==> src/rtl/debounce_pkg.sv <==
// Shared types and width helper for the button debounce / press classifier.
package debounce_pkg;

    typedef enum logic [1:0] {
        IDLE,
        PRESSED,
        LONG_HELD
    } press_state_t;

    function automatic int cnt_w(input int max_val);
        return $clog2(max_val + 1);
    endfunction

endpackage

==> src/rtl/sat_counter.sv <==
// Saturating up-counter with synchronous clear; clear has priority over enable.
module sat_counter
    import debounce_pkg::*;
#(
    parameter int MAX = 4,
    parameter int W   = cnt_w(MAX)
) (
    input  logic         clk,
    input  logic         rst,
    input  logic         clr,
    input  logic         en,
    output logic [W-1:0] count,
    output logic         at_max
);

    logic [W-1:0] count_q;
    logic [W-1:0] count_d;

    assign at_max = (count_q == W'(MAX));
    assign count  = count_q;

    always_comb begin
        count_d = count_q;
        if (clr) begin
            count_d = '0;
        end else if (en && !at_max) begin
            count_d = count_q + W'(1);
        end
    end

    always_ff @(posedge clk or posedge rst) begin
        if (rst) begin
            count_q <= '0;
        end else begin
            count_q <= count_d;
        end
    end

endmodule

==> src/rtl/debounce_press.sv <==
// Debounces a synchronized button level and classifies each press as
// short (pulse on release) or long (pulse once the hold time is reached).
module debounce_press
    import debounce_pkg::*;
#(
    parameter int DEBOUNCE_CYCLES = 4,
    parameter int LONG_CYCLES     = 16
) (
    input  logic clk,
    input  logic rst,
    input  logic in,
    output logic level,
    output logic short_press,
    output logic long_press
);

    localparam int DEB_W  = cnt_w(DEBOUNCE_CYCLES);
    localparam int HOLD_W = cnt_w(LONG_CYCLES);

    logic              level_q;
    logic              level_d;
    logic              short_press_q;
    logic              long_press_q;
    press_state_t      state_q;

    logic [DEB_W-1:0]  deb_cnt;
    logic              deb_at_max;
    logic [HOLD_W-1:0] hold_cnt;
    logic              hold_at_max;

    logic differ;
    logic toggle;
    logic rise;
    logic fall;
    logic reach;

    always_comb begin
        differ  = (in != level_q);
        toggle  = differ && (deb_cnt == DEB_W'(DEBOUNCE_CYCLES - 1));
        rise    = toggle && !level_q;
        fall    = toggle && level_q;
        // Hold count becomes LONG_CYCLES on this edge; a same-edge fall wins.
        reach   = level_q && !fall && !hold_at_max &&
                  (hold_cnt == HOLD_W'(LONG_CYCLES - 1));
        level_d = level_q ^ toggle;
    end

    sat_counter #(
        .MAX (DEBOUNCE_CYCLES),
        .W   (DEB_W)
    ) u_deb_cnt (
        .clk    (clk),
        .rst    (rst),
        .clr    (!differ || toggle),
        .en     (differ && !deb_at_max),
        .count  (deb_cnt),
        .at_max (deb_at_max)
    );

    sat_counter #(
        .MAX (LONG_CYCLES),
        .W   (HOLD_W)
    ) u_hold_cnt (
        .clk    (clk),
        .rst    (rst),
        .clr    (rise),
        .en     (level_q),
        .count  (hold_cnt),
        .at_max (hold_at_max)
    );

    always_ff @(posedge clk or posedge rst) begin
        if (rst) begin
            level_q <= 1'b0;
        end else begin
            level_q <= level_d;
        end
    end

    always_ff @(posedge clk or posedge rst) begin
        if (rst) begin
            state_q       <= IDLE;
            short_press_q <= 1'b0;
            long_press_q  <= 1'b0;
        end else begin
            short_press_q <= 1'b0;
            long_press_q  <= 1'b0;
            case (state_q)
                IDLE: begin
                    if (rise) begin
                        state_q <= PRESSED;
                    end
                end
                PRESSED: begin
                    if (fall) begin
                        short_press_q <= 1'b1;
                        state_q       <= IDLE;
                    end else if (reach) begin
                        long_press_q <= 1'b1;
                        state_q      <= LONG_HELD;
                    end
                end
                LONG_HELD: begin
                    if (fall) begin
                        state_q <= IDLE;
                    end
                end
                default: begin
                    state_q <= IDLE;
                end
            endcase
        end
    end

    assign level       = level_q;
    assign short_press = short_press_q;
    assign long_press  = long_press_q;

endmodule
==> config.mk <==
export PLATFORM = sky130hd
export DESIGN_NAME = debounce_press
export DESIGN_NICKNAME = d
export VERILOG_FILES = /design/src/rtl/debounce_pkg.sv /design/src/rtl/sat_counter.sv /design/src/rtl/debounce_press.sv
export SDC_FILE = /design/constraint.sdc
export NUM_CORES = 1
export LEC_CHECK = 0
export CORE_MARGIN = 4
export CORE_UTILIZATION = 50
export DETAILED_ROUTE_END_ITERATION = 8
export GPL_ROUTABILITY_DRIVEN = 0
export PLACE_DENSITY_LB_ADDON = 0.08
export REMOVE_ABC_BUFFERS = 1
export SYNTH_ARGS = -nofsm -noshare
export SYNTH_HDL_FRONTEND = slang
export SYNTH_SLANG_ARGS = --single-unit
==> constraint.sdc <==
create_clock -name clk -period 2.4 [get_ports clk]
set_clock_uncertainty 0.1 [all_clocks]
set_input_delay 0.48 -clock clk [delete_from_list [all_inputs] [get_ports clk]]
set_output_delay 0.48 -clock clk [all_outputs]
set_load 0.1 [all_outputs]
==> run summary <==
share of synthesized area spent on multiplexers = 0%
Clock Tree Root = clkbuf_4
yosys synthesis warning count = 0
Clock transition at path regs = 0.08 ns
number of CTS-inserted buffers = 3
Met3 Wirelength = 54 um
maximum achievable frequency = 564.1 MHz
total met2 wirelength after detailed routing = 539 um
synth-to-layout area growth = 11.21%
share of cells above drive strength 1 = 15.58%
Reg area = 325.3 um^2
CP startpoint kind = flop
worst slew pin tran = 0.4840 ns
HP Class = reg2reg
largest net degree at the start of global routing = 14
number of antenna-violating nets in the routed design = 0
I/O pins = 6
required time worst endpoint = 1.82 ns
number of pins with negative max-slew slack in the final report = 0
worst slew margin relative to its limit = 67.70%
count of max-cap constraint violations = 0
kind of cell adding the most delay to the critical path = flip-flops
Worst Reg-to-Reg Cells = 5
Worst path slowest cell = dfrtp_1
final routed wirelength across all metal layers = 1.181 mm
minimum period implied by the final worst setup slack = 1.773 ns
Post-Syn Area per Cell = 10.35 um^2
cells along the critical path = buf_4
worst setup path class = reg2out
Buf+Inv Stages, Crit Path = 1
Min Hold Slack = 0.3702 ns
number of remaining DRC errors = 0
diode count = 0
source of the worst register-to-register timing path = u_deb_cnt.count[0]$_DFFE_PP0P_
TritonCTS clock tree = built
cts-stage hold buffer count = 0
register area share after synthesis = 45.53%
number of setup violations in the final report = 0
area used by multi-input combinational logic = 351.6 um^2
number of clock sinks = 13
top layer reached by signal wires = met4
aggregate negative setup slack = 0 ns
end of the worst hold path = state_q[0]$_DFFE_PP0P_
stage delay of the slowest cell on the critical path = 0.56 ns
vias in the first global route = 503
share of the synthesized area in compound gates (AO/OA/AOI/OAI) = 11.03%
first-pass GRT wire length = 2.111 mm
initial standard-cell utilization of the core = 54.23%
area enclosed by the die boundary = 2098 um^2
leakage power total = 0.3733 nW
number of antenna violations at the first check in global routing = 0
slack of the worst reg-to-reg path = 0.90 ns
M1 wire length = 574 um
Worst R2R End = state_q[1]$_DFFE_PP0P_
GRT Util Overall = 14.13%
power per unit of standard cell area = 1109 nW/um^2
critical path capture point type = output port
# fillers = 115
xor/xnor cell area share of the yosys netlist = 3.678%
Port-buffer cells = 5
detailed-route wire length per cell = 12.84 um
DR iter-0 viols = 15
count of nets after finishing = 87
Worst Min Path Start = state_q[1]$_DFFE_PP0P_
site row count = 13
post-cts resize count = 0
drt first pass iters = 4
CTS H-tree lvls = 1
insertion delay to the later sink of the worst-skew pair = 0.27 ns
area share of and/or/nand/nor cells after synthesis = 23.99%
arrival time at the worst endpoint = 1.19 ns
final-report hold violation count = 0
overall via count from detail_route = 505
unrepaired setup endpoints after global routing = false
vias per std cell = 5.489
highest ir drop seen on vdd = 0.7099 mV
floorplan die height = 45.80 um
post-CTS setup buffer count = 0
Floorplan Core Area = 1318 um^2
Synth Area in Adders = 10.51%
total of flip-flops plus latches after synthesis = 13
post-DP HPWL = 874.1 um
Max clock buf depth = 2
hold path cells = 1
Syn Inst Count = 69
die boundary width = 45.80 um
total overflow reported by the global router = 0
mapped cell area = 714.4 um^2
run status = complete, no violations
largest fanout on the critical path = 12
largest family of logic cells by synthesized area = simple AND/OR/NAND/NOR gates
count of unique library cells instantiated by Yosys = 25
Period Utilization, post-route = 73.86%
==> how the worst max path moves through the flow <==
stage                     from                               to  cells after the start
final                     flop                            level                      1
after global routing      flop                            level                      1
after CTS                 flop                            level                      1
after detailed placement    in           state_q[0]$_DFFE_PP0P_                      4
after global placement      in           state_q[0]$_DFFE_PP0P_                      4
after floorplan           flop  u_hold_cnt.count[3]$_DFFE_PP0P_                      3
==> routing by layer <==
metal / track usage (%) / vias to the layer above
met5: 0 / -
met4: 8.523 / 0
met3: 2.372 / 2
met2: 20.06 / 14
met1: 19.85 / 237
li1: - / 252
==> layout by cell type, fill, tap and decap left out <==
master           Yosys  routed
o21ai_1              1       1
nand2_1              7       7
nand4_1              1       1
o211ai_1             3       3
nand4bb_1            1       1
nand3_1              5       5
a21oi_1              2       2
dfrtp_1             13      13
clkbuf_1             0       1
xor2_1               1       1
o211ai_2             1       1
and2_2               1       1
xnor2_1              2       2
nand3b_4             1       1
nor2_1               2       2
nor3b_1              1       1
nand3b_1             3       3
and4bb_4             1       1
a21oi_2              1       1
or2_0                1       1
inv_1                8       8
and3_1               1       1
clkdlybuf4s50_1      0       2
nand2b_2             1       1
ha_1                 6       6
clkbuf_4             0       3
buf_4                1       3
o21ai_0              4       4
==> registers in the layout, indices dropped and copies added, names as in the netlist, named ones only <==
name,cells
u_hold_cnt.count,5
u_deb_cnt.count,3
state_q,2
long_press,1
short_press,1
==> area by class of cell <==
type	count	area share [%]
multi-input cells	47	44.25
flip-flops and latches	13	40.94
repair buffers	5	5.354
inverters	8	3.780
clock buffers	4	3.307
well taps	15	2.362
==> through the flow <==
| step | utilization [%] | total power, mW | setup slack, ns | area (um^2) | cells |
|---|---|---|---|---|---|
| after floorplan | - | 0.6701 | 0.5679 | 706.9 | 68 |
| after global placement | 58.31 | 0.7507 | 0.7090 | 768.2 | 88 |
| after detailed placement | 58.31 | 0.7536 | 0.6636 | 768.2 | 88 |
| after CTS | 60.30 | 0.8900 | 0.6235 | 794.5 | 92 |
| after global routing | 60.30 | 0.9598 | 0.5482 | 794.5 | 92 |
| final | 60.30 | 0.8814 | 0.6273 | 794.5 | 92 |
==> synth_stat cells <==
cell       instances  area, um^2
dfrtp_1           13       325.3
inv_1              8       30.03
nand2_1            7       26.28
ha_1               6       75.07
nand3_1            5       25.02
o21ai_0            4       20.02
nand3b_1           3       22.52
o211ai_1           3       22.52
a21oi_1            2       10.01
nor2_1             2       7.510
xnor2_1            2       17.52
a21oi_2            1       8.760
and2_2             1       7.510
and3_1             1       6.260
and4bb_4           1       16.27
buf_4              1       7.510
nand2b_2           1       8.760
nand3b_4           1       20.02
nand4_1            1       6.260
nand4bb_1          1       11.26
nor3b_1            1       7.510
o211ai_2           1       12.51
o21ai_1            1       5.000
or2_0              1       6.260
xor2_1             1       8.760
==> kinds of logic (layout without fill, tap and decap cells) <==
logic type	count (synthesis)	in the layout
AO/OA/AOI/OAI	12	12
adder cells (fa/ha/maj)	6	6
AND/OR/NAND/NOR	26	26
flip-flops	13	13
buffers and inverters	9	17
XOR/XNOR	3	3
==> power breakdown <==
group | switching (mW) | internal (mW) | total, mW
clock network | 0.0670 | 0.0644 | 0.131
registers | 0.0975 | 0.293 | 0.391
logic | 0.205 | 0.154 | 0.359
total | 0.370 | 0.512 | 0.881
Note: power is estimated with default switching activity, not from simulation.
